==> config.mk <==
export PLATFORM = sky130hd
export DESIGN_NAME = maf_conv_scheduler
export DESIGN_NICKNAME = d
export VERILOG_FILES = /design/src/rtl/maf_sched_pkg.sv /design/src/rtl/maf_result_fifo.sv /design/src/rtl/maf_conv_scheduler.sv
export SDC_FILE = /design/constraint.sdc
export NUM_CORES = 1
export LEC_CHECK = 0
export CAP_MARGIN = 20
export CORE_AREA = 3 3 233 235
export DETAILED_ROUTE_END_ITERATION = 7
export DIE_AREA = 0 0 236 238
export MAX_ROUTING_LAYER = met4
export PLACE_DENSITY_LB_ADDON = 0.2
export SLEW_MARGIN = 20
export SYNTH_ARGS = -nofsm -noshare
export SYNTH_HDL_FRONTEND = slang
export SYNTH_SLANG_ARGS = --single-unit
==> constraint.sdc <==
create_clock -name clk -period 7.2 [get_ports clk]
set_clock_uncertainty 0.05 [all_clocks]
set_input_delay 0.72 -clock clk [delete_from_list [all_inputs] [get_ports clk]]
set_output_delay 0.72 -clock clk [all_outputs]
set_load 0.1 [all_outputs]
==> src/rtl/maf_sched_pkg.sv <==
// Shared definitions for the MAF scheduler: conversion and exception-field codes plus a clog2 helper.
package maf_sched_pkg;

    localparam logic [1:0] FP_operation = 2'd0;
    localparam logic [1:0] FP_to_int    = 2'd1;
    localparam logic [1:0] int_to_FP    = 2'd2;

    // Top two operand bits encode the number class.
    localparam logic [1:0] EXC_ZERO   = 2'b00;
    localparam logic [1:0] EXC_NORMAL = 2'b01;
    localparam logic [1:0] EXC_INF    = 2'b10;
    localparam logic [1:0] EXC_NAN    = 2'b11;

    function automatic int clog2(input int value);
        int r;
        r = 0;
        while ((1 << r) < value) begin
            r++;
        end
        return r;
    endfunction

endpackage

==> src/rtl/maf_result_fifo.sv <==
// Result FIFO: push lands in storage at the clock edge, the head is visible the cycle after.
// Push and pop may coincide at any occupancy; the head reads as zero while empty.
module maf_result_fifo
    import maf_sched_pkg::*;
#(
    parameter int WIDTH = 36,
    parameter int DEPTH = 2
) (
    input  logic                        clk,
    input  logic                        rst,
    input  logic                        push,
    input  logic [WIDTH-1:0]            push_data,
    input  logic                        pop,
    output logic [WIDTH-1:0]            pop_data,
    output logic                        empty,
    output logic [clog2(DEPTH+1)-1:0]   count
);
    localparam int PW = (DEPTH > 1) ? clog2(DEPTH) : 1;
    localparam int CW = clog2(DEPTH + 1);

    logic [PW-1:0]    wr_ptr_q, wr_ptr_d;
    logic [PW-1:0]    rd_ptr_q, rd_ptr_d;
    logic [CW-1:0]    count_q, count_d;
    logic [WIDTH-1:0] mem_q [DEPTH];
    logic [WIDTH-1:0] mem_d [DEPTH];

    always_comb begin
        mem_d    = mem_q;
        wr_ptr_d = wr_ptr_q;
        rd_ptr_d = rd_ptr_q;
        if (push) begin
            mem_d[wr_ptr_q] = push_data;
            wr_ptr_d = (wr_ptr_q == PW'(DEPTH - 1)) ? '0 : wr_ptr_q + PW'(1);
        end
        if (pop) begin
            rd_ptr_d = (rd_ptr_q == PW'(DEPTH - 1)) ? '0 : rd_ptr_q + PW'(1);
        end
        count_d = count_q + CW'(push) - CW'(pop);
    end

    always_ff @(posedge clk or posedge rst) begin
        if (rst) begin
            wr_ptr_q <= '0;
            rd_ptr_q <= '0;
            count_q  <= '0;
        end else begin
            wr_ptr_q <= wr_ptr_d;
            rd_ptr_q <= rd_ptr_d;
            count_q  <= count_d;
        end
    end

    // Storage needs no reset: the head is masked while the FIFO is empty.
    always_ff @(posedge clk) begin
        mem_q <= mem_d;
    end

    assign empty    = (count_q == '0);
    assign count    = count_q;
    assign pop_data = empty ? '0 : mem_q[rd_ptr_q];

endmodule

==> src/rtl/maf_conv_scheduler.sv <==
// Round-robin front end sharing one MAF among NUM_REQ clients; request-to-result latency LATENCY+2.
// Credits cap accepted-but-unpopped work at FIFO_DEPTH, so a stalled consumer stops new grants.
module maf_conv_scheduler
    import maf_sched_pkg::*;
#(
    parameter int size       = 34,
    parameter int NUM_REQ    = 4,
    parameter int TAG_W      = 2,
    parameter int LATENCY    = 0,
    parameter int FIFO_DEPTH = LATENCY + 2
) (
    input  logic                    clk,
    input  logic                    rst,
    input  logic [NUM_REQ-1:0]      req_valid,
    output logic [NUM_REQ-1:0]      req_ready,
    input  logic [2*NUM_REQ-1:0]    req_conversion,
    input  logic [NUM_REQ-1:0]      req_sub,
    input  logic [size*NUM_REQ-1:0] req_a,
    input  logic [size*NUM_REQ-1:0] req_b,
    input  logic [size*NUM_REQ-1:0] req_c,
    output logic                    maf_valid,
    output logic [1:0]              maf_conversion,
    output logic                    maf_sub,
    output logic [size-1:0]         maf_a,
    output logic [size-1:0]         maf_b,
    output logic [size-1:0]         maf_c,
    input  logic [size-1:0]         maf_result,
    output logic                    res_valid,
    input  logic                    res_ready,
    output logic [size-1:0]         res_number,
    output logic [TAG_W-1:0]        res_tag,
    output logic                    idle
);
    localparam int CW = clog2(FIFO_DEPTH + 1);

    logic [TAG_W-1:0] ptr_q, ptr_d;
    logic [CW-1:0]    credits_q, credits_d;
    logic             maf_valid_q, maf_valid_d;
    logic [TAG_W-1:0] maf_tag_q, maf_tag_d;
    logic [1:0]       maf_conv_q, maf_conv_d;
    logic             maf_sub_q, maf_sub_d;
    logic [size-1:0]  maf_a_q, maf_a_d, maf_b_q, maf_b_d, maf_c_q, maf_c_d;

    logic [TAG_W-1:0] cand, grant_idx;
    logic             grant_any, issue_ok, accept, pop;
    logic [1:0]       sel_conv;
    logic             sel_sub;
    logic [size-1:0]  sel_a, sel_b, sel_c;
    logic             cap_vld;
    logic [TAG_W-1:0] cap_tag;
    logic             fifo_empty;
    logic [CW-1:0]    fifo_count;
    logic [TAG_W+size-1:0] fifo_head;

    // Scan from lowest to highest priority so the last hit (ptr+1 side) wins.
    always_comb begin
        grant_any = 1'b0;
        grant_idx = '0;
        cand      = '0;
        for (int k = NUM_REQ; k >= 1; k--) begin
            cand = TAG_W'((int'(ptr_q) + k) % NUM_REQ);
            if (req_valid[cand]) begin
                grant_any = 1'b1;
                grant_idx = cand;
            end
        end
    end

    always_comb begin
        sel_conv = '0;
        sel_sub  = 1'b0;
        sel_a    = '0;
        sel_b    = '0;
        sel_c    = '0;
        for (int i = 0; i < NUM_REQ; i++) begin
            if (grant_idx == TAG_W'(i)) begin
                sel_conv = req_conversion[2*i +: 2];
                sel_sub  = req_sub[i];
                sel_a    = req_a[size*i +: size];
                sel_b    = req_b[size*i +: size];
                sel_c    = req_c[size*i +: size];
            end
        end
    end

    // A pop in this cycle frees the slot the new accept will need.
    always_comb begin
        pop         = res_valid & res_ready;
        issue_ok    = (credits_q < CW'(FIFO_DEPTH)) | ((credits_q == CW'(FIFO_DEPTH)) & pop);
        accept      = grant_any & issue_ok & ~rst;
        req_ready   = accept ? (NUM_REQ'(1) << grant_idx) : '0;
        credits_d   = credits_q + CW'(accept) - CW'(pop);
        ptr_d       = accept ? grant_idx : ptr_q;
        maf_valid_d = accept;
        maf_tag_d   = accept ? grant_idx : maf_tag_q;
        maf_conv_d  = accept ? sel_conv  : maf_conv_q;
        maf_sub_d   = accept ? sel_sub   : maf_sub_q;
        maf_a_d     = accept ? sel_a     : maf_a_q;
        maf_b_d     = accept ? sel_b     : maf_b_q;
        maf_c_d     = accept ? sel_c     : maf_c_q;
    end

    always_ff @(posedge clk or posedge rst) begin
        if (rst) begin
            ptr_q       <= TAG_W'(NUM_REQ - 1);
            credits_q   <= '0;
            maf_valid_q <= 1'b0;
            maf_tag_q   <= '0;
            maf_conv_q  <= '0;
            maf_sub_q   <= 1'b0;
            maf_a_q     <= '0;
            maf_b_q     <= '0;
            maf_c_q     <= '0;
        end else begin
            ptr_q       <= ptr_d;
            credits_q   <= credits_d;
            maf_valid_q <= maf_valid_d;
            maf_tag_q   <= maf_tag_d;
            maf_conv_q  <= maf_conv_d;
            maf_sub_q   <= maf_sub_d;
            maf_a_q     <= maf_a_d;
            maf_b_q     <= maf_b_d;
            maf_c_q     <= maf_c_d;
        end
    end

    // Valid/tag shadow of the MAF pipeline, qualifying when maf_result belongs to us.
    if (LATENCY == 0) begin : g_no_pipe
        assign cap_vld = maf_valid_q;
        assign cap_tag = maf_tag_q;
    end else begin : g_pipe
        logic [LATENCY-1:0] pv_q, pv_d;
        logic [TAG_W-1:0]   pt_q [LATENCY];
        logic [TAG_W-1:0]   pt_d [LATENCY];

        always_comb begin
            pv_d[0] = maf_valid_q;
            pt_d[0] = maf_tag_q;
            for (int i = 1; i < LATENCY; i++) begin
                pv_d[i] = pv_q[i-1];
                pt_d[i] = pt_q[i-1];
            end
        end

        always_ff @(posedge clk or posedge rst) begin
            if (rst) begin
                pv_q <= '0;
                for (int i = 0; i < LATENCY; i++) begin
                    pt_q[i] <= '0;
                end
            end else begin
                pv_q <= pv_d;
                pt_q <= pt_d;
            end
        end

        assign cap_vld = pv_q[LATENCY-1];
        assign cap_tag = pt_q[LATENCY-1];
    end

    maf_result_fifo #(
        .WIDTH (TAG_W + size),
        .DEPTH (FIFO_DEPTH)
    ) u_fifo (
        .clk       (clk),
        .rst       (rst),
        .push      (cap_vld),
        .push_data ({cap_tag, maf_result}),
        .pop       (pop),
        .pop_data  (fifo_head),
        .empty     (fifo_empty),
        .count     (fifo_count)
    );

    a_fifo_within_credits: assert property (@(posedge clk) disable iff (rst) fifo_count <= credits_q);

    assign res_valid      = ~fifo_empty;
    assign {res_tag, res_number} = fifo_head;
    assign idle           = (credits_q == '0);
    assign maf_valid      = maf_valid_q;
    assign maf_conversion = maf_conv_q;
    assign maf_sub        = maf_sub_q;
    assign maf_a          = maf_a_q;
    assign maf_b          = maf_b_q;
    assign maf_c          = maf_c_q;

endmodule

==> impl_metrics.tcl, run 1 <==
set metrics [dict create \
    required_ns 6.43 \
    cpPeakStageDelay_ns 1.16 \
    path_max_fanout 70 \
    antenna_found_initial 9 \
    setup_viol 0 \
    seqPwrFrac 0.196 \
    ys_seq_area_frac 0.490 \
    nNetsFinal 1965 \
    synth_flop_cell "dfrtp_1" \
    synth_area_leaders "dfrtp_1 (28%), edfxtp_1 (21%), a221oi_2 (7.6%)" \
    max_slew_margin 0.210 \
    leakage_nw 6.71 \
    total_power_mw 9.07 \
    synth_edf_count 72 \
    die_h_um 238 \
    multi_input_area_mm2 0.00476 \
    core-area_mm2 0.0524 \
    r2r_cells 10 \
    cts_setup_buffers 0 \
    p_comb_frac 0.692 \
    placed_cell_area_mm2 0.0170 \
    synth.distinct_cells 38 \
    min_path_type "register to register" \
    layout_min_cycle_time_ns 5.02 \
    clock_path_buffers 2 \
    synth_top_cells_by_count "dfrtp_1 (114), and3_1 (106), nand2_1 (87)" \
    routabilityCongestion 0.866 \
    power_density_mw_per_mm2 514 \
    postCtsHoldBufs 0 \
    syn_avg_cell_area_um2 10.7 \
    ys_ff_latch 188 \
    r2r_slack_ns 3.81 \
    path_clk_slew_ns 0.08 \
    worstMarginPinSlew_ns 1.18 \
    num_io_pins 609 \
    fill_cells 5359 \
    start_kind "input port" \
    switching_share 0.605 \
    wl_per_cell_um 24.5 \
    hp-start "cap_tag[1]" \
    maxCapViolCount 0 \
    synth_area_mm2 0.0103 \
    dr_total_vias 10500 \
    rsz0062_at_grt "false" \
    cp_common_cell "clkdlybuf4s50_1" \
    path_cells "clkdlybuf4s50_1 -> inv_6 -> o21ai_0 -> or4b_2 -> buf_4 -> nor2_1 -> clkdlybuf4s50_1" \
    yosys.area.top_type_share 0.276 \
    p_int_mw 3.59 \
    gr-total-overflow 0 \
    dr.first_iter.drc_count 491 \
    cts_root_buf "clkbuf_16" \
    ant_nets 0 \
    dieArea_mm2 0.0562 \
    ir_drop_mv 0.252 \
    synth_area_leader_cell "dfrtp_1" \
    vias_per_cell 4.78 \
    grt_pass1_vias 11200 \
    path_class "input port to primary output" \
    slew_viol_final 0 \
    gr-usage-all-layers 0.191 \
    worstPathArrival_ns 4.25 \
    rows 84 \
    cts_buffers 17 \
    grt_pass1_wl_um 76200 \
    cts_htree_levels 4 \
    r2r_end "credits_q[1]" \
    synth_most_common_cell "dfrtp_1" \
    syn_nets 1428 \
    port_buffers 608 \
    dp_slack_ns 2.09 \
    drc 0 \
    initial_core_util 0.197 \
    clock_power_share 0.112 \
    setup_ws_ns 2.18 \
    dr.pass1.iters 4 \
    finalCritPeriodShare 0.698 \
    design_area_mm2 0.0176 \
    cts_sinks 188 \
    clk_latency_ns 0.48 \
    register_area_mm2 0.00507 \
    fp.dieW_um 236 \
    r2r_start "u_fifo.count[1]" \
    grt_max_degree 83 \
    clock.fmax_mhz 199 \
    whs_path_depth 0 \
    ys_warn_count 0 \
    hold_end "u_fifo.mem_q[35]" \
    async_flop_share 0.617 \
    status "completed" \
    hpwlAfterDp_um 40200 \
    syn_to_final_growth_pct 70.5 \
    finalSetupTns_ns 0 \
    netlist_instances 963 \
    crit_slowest_cell "clkdlybuf4s50_1" \
    cts_tree "done" \
    drive_gt1_frac 0.0846 \
    p_sw_mw 5.48 \
    hold_viol 0 \
    post_cts_resize_count 0 \
    fin_hold_ws_ns 0.421 \
    routed_wl_um 54100 \
    setup.worst_path.end_class "primary output" \
]
[metrics by stage]
step,cells,utilization
2_1_floorplan,963,-
3_3_place_gp,2168,0.323
3_5_place_dp,2169,0.324
4_1_cts,2201,0.336
5_1_grt,2205,0.336
6_report,2206,0.336
[area by class of cell]
cell class,count,area share
multi-input combinational,655,0.270
clock buffer,17,0.0241
inverter,10,0.00248
tap,688,0.0488
sequential,188,0.288
clock inverter,15,0.0109
timing repair buffer,628,0.355
antenna,5,0.000710
[layer usage]
metal / track usage / vias to the layer above / wire (um)
li1: - / 4852 / -
met1: 0.214 / 5205 / 20900
met2: 0.329 / 422 / 28100
met3: 0.0520 / 65 / 3740
met4: 0.0642 / 0 / 1360
met5: - / - / 0
[cells by family (layout without fill, tap and decap cells)]
| kind of cell | after synthesis | count (layout) | share of synthesized area |
|---|---|---|---|
| flops | 188 | 188 | 0.490 |
| compound gates | 305 | 305 | 0.255 |
| mux | 62 | 62 | 0.0600 |
| fa+ha+maj | 4 | 4 | 0.00484 |
| other cells | 0 | 5 | 0 |
| simple gates | 278 | 278 | 0.130 |
| xor+xnor | 6 | 6 | 0.00508 |
| buf+inv | 120 | 670 | 0.0545 |
[worst max-delay path, delay by kind of cell]
family	cells	cell delay, ns
buffers and inverters	4	2.50
AND/OR/NAND/NOR	2	0.81
AO/OA/AOI/OAI	1	0.18
[placed cells by master (no fill, tap or decap), drive strengths merged, types with 3 or more instances in the layout]
| cell | count |
|---|---|
| clkdlybuf4s50 | 604 |
| dfrtp | 114 |
| and3 | 106 |
| a221oi | 105 |
| nand2 | 87 |
| o21ai | 85 |
| o221ai | 80 |
| edfxtp | 72 |
| nor2 | 72 |
| mux2i | 62 |
| a211oi | 26 |
| buf | 24 |
| inv | 18 |
| clkbuf | 17 |
| clkinv | 6 |
| diode | 5 |
| xnor2 | 5 |
| ha | 4 |
| a21oi | 3 |
| or2 | 3 |
| nor3 | 3 |
[state kept, by name (all words and copies together), names as in the netlist]
register,cells
u_fifo.count,2
cap_tag,2
u_fifo.rd_ptr_q,1
ptr_q,2
maf_b,34
credits_q,2
u_fifo.wr_ptr_q,1
maf_c,34
maf_conversion,2
maf_sub,1
u_fifo.mem_q,72
maf_a,34
maf_valid,1
[worst max-delay path by stage]
stage          slack [ns]  start            to
3_3_place_gp         1.99    rst  req_ready[3]
3_5_place_dp         2.09    rst  req_ready[3]
5_1_grt              1.96    rst  req_ready[3]
2_1_floorplan        0.94    rst  req_ready[2]
6_report             2.18    rst  req_ready[3]
4_1_cts              2.07    rst  req_ready[3]
[power by group through the flow]
| stage | Sequential [mW] | Clock [mW] | Combinational [mW] |
|---|---|---|---|
| global placement | 1.79 | 0 | 6.32 |
| detailed placement | 1.80 | 0 | 6.34 |
| CTS | 1.78 | 1.06 | 6.35 |
| finish | 1.78 | 1.01 | 6.28 |
| global route | 1.83 | 1.10 | 6.55 |
| floorplan | 3.87 | 0 | 2.45 |
Power figures use the tool's default switching activity.
==> run 2, diff against run 1 <==
==> constraint.sdc (replaced) <==
create_clock -name clk -period 5.1 [get_ports clk]
set_clock_uncertainty 0.05 [all_clocks]
set_input_delay 0.51 -clock clk [delete_from_list [all_inputs] [get_ports clk]]
set_output_delay 0.51 -clock clk [all_outputs]
set_load 0.1 [all_outputs]
==> run 2 against run 1 <==
Effect of this change: wire length grew 2.0%; final area grew 0.35%; die area is the same; largest cell class unchanged; final cell count grew 0.32%; clock power grew 42%; setup slack lost 0.92 ns; highest routed layer unchanged; utilization grew 0.12 points; flip-flop and latch count is the same; clock-buffer cell count is the same; combinational power grew 41%; critical endpoint is now req_ready[0].
==> impl_metrics.tcl, run 2 (synthesis results as in run 1) <==
set metrics [dict create \
    cpPeakStageDelay_ns 0.51 \
    vias_per_cell 4.75 \
    dr.pass1.iters 5 \
    cts_root_buf "clkbuf_16" \
    setup.worst_path.end_class "primary output" \
    rsz0062_at_grt "false" \
    path_cells "clkdlybuf4s50_1 -> o21ai_1 -> o21ai_0 -> and2_4 -> clkinv_2 -> nor3_1 -> buf_12" \
    grt_pass1_vias 10900 \
    finalCritPeriodShare 0.754 \
    path_max_fanout 27 \
    clk_latency_ns 0.48 \
    gr-usage-all-layers 0.196 \
    status "completed" \
    clock_path_buffers 2 \
    leakage_nw 6.75 \
    switching_share 0.604 \
    drive_gt1_frac 0.0889 \
    ant_nets 0 \
    setup_viol 0 \
    path_delay_family "buffers and inverters" \
    required_ns 4.54 \
    path_class "input port to primary output" \
    fp.dieW_um 236 \
    antenna_found_initial 7 \
    power_density_mw_per_mm2 726 \
    initial_core_util 0.197 \
    cts_setup_buffers 0 \
    fin_hold_ws_ns 0.433 \
    postCtsHoldBufs 0 \
    dr_total_vias 10500 \
    max_flop_register "u_fifo.mem_q" \
    total_power_mw 12.8 \
    core-area_mm2 0.0524 \
    dieArea_mm2 0.0562 \
    hold_viol 0 \
    cts_htree_levels 4 \
    layout_min_cycle_time_ns 3.84 \
    gr-total-overflow 0 \
    grt_max_degree 81 \
    grt_pass1_wl_um 77900 \
    finalSetupTns_ns 0 \
    rows 84 \
    path_buf_inv 3 \
    clock.fmax_mhz 260 \
    crit_slowest_cell "and2_4" \
    worstMarginPinSlew_ns 1.15 \
    hpwlAfterDp_um 40600 \
    slew_viol_final 0 \
    cts_sinks 188 \
    clock_power_share 0.111 \
    routed_wl_um 55200 \
    dr.first_iter.drc_count 442 \
    ir_drop_mv 0.355 \
    path_clk_slew_ns 0.08 \
    final_common_cell "clkdlybuf4s50_1" \
    cts_buffers 17 \
    drc 0 \
    largest_reg_flops 72 \
    syn_to_final_growth_pct 71.1 \
    maxCapViolCount 0 \
    p_int_mw 5.08 \
    min_path_type "register to register" \
    nNetsFinal 1970 \
    mostFrequentLayoutCells "clkdlybuf4s50_1 (602), dfrtp_1 (113), and3_1 (106)" \
    worstPathArrival_ns 3.28 \
    start_kind "input port" \
    seqPwrFrac 0.199 \
    num_io_pins 609 \
    p_sw_mw 7.75 \
    cts_tree "done" \
    max_slew_margin 0.229 \
    routabilityCongestion 0.837 \
    post_cts_resize_count 0 \
    die_h_um 238 \
    wl_per_cell_um 24.9 \
    port_buffers 608 \
    p_comb_frac 0.690 \
]
[run 2: worst register-to-register path: stages (launching register included)]
cell and delay [ns]:
dfrtp_1 0.40, o21ai_1 0.11, o21ai_0 0.48, and2_4 0.51
clkinv_2 0.49, nor2_4 0.89, a211oi_1 0.20
[run 2: power groups by stage]
| stage | Combinational (mW) | Clock, mW | Sequential, mW |
|---|---|---|---|
| floorplan | 3.47 | 0 | 5.46 |
| global placement | 8.94 | 0 | 2.57 |
| detailed placement | 8.95 | 0 | 2.58 |
| global route | 9.23 | 1.54 | 2.64 |
| CTS | 8.96 | 1.49 | 2.57 |
| finish | 8.85 | 1.43 | 2.56 |
[run 2: metrics by stage]
step                area [um^2]   util  setup WS, ns  instances
global route              17700  0.337          1.03       2211
detailed placement        17100  0.325          1.08       2174
CTS                       17700  0.337          1.11       2206
finish                    17700  0.337          1.26       2213
floorplan                 10300      -         0.578        963
global placement          17100  0.325          1.15       2174
[run 2: cell type report]
type	count	area [um^2]
Antenna cell	7	17.5
Clock buffer	17	425
Clock inverter	15	175
Fill cell	5408	34800
Inverter	10	42.5
Multi-Input combinational cell	655	4760
Sequential cell	188	5070
Tap cell	688	861
Timing Repair Buffer	633	6330
[run 2: path summary, 6_finish.rpt]
path | cells after the start | start | end | slack, ns
setup reg to reg | 6 | u_fifo.count[1] | maf_c[8] | 1.80
hold reg to reg | 0 | cap_tag[1] | u_fifo.mem_q[35] | 0.43
max in group asynchronous | 4 | rst | maf_conversion[1] | 2.80
setup / recovery | 7 | res_ready | req_ready[0] | 1.26
min in group asynchronous | 3 | rst | cap_tag[0] | 0.69
hold / removal | 0 | cap_tag[1] | u_fifo.mem_q[35] | 0.43
[run 2: routing by layer]
layer,track usage,vias to the layer above,part of all wire
met5,-,-,0
met4,0.0524,0,0.017
met3,0.0510,46,0.060
met2,0.341,369,0.52
met1,0.225,5221,0.40
li1,-,4874,-
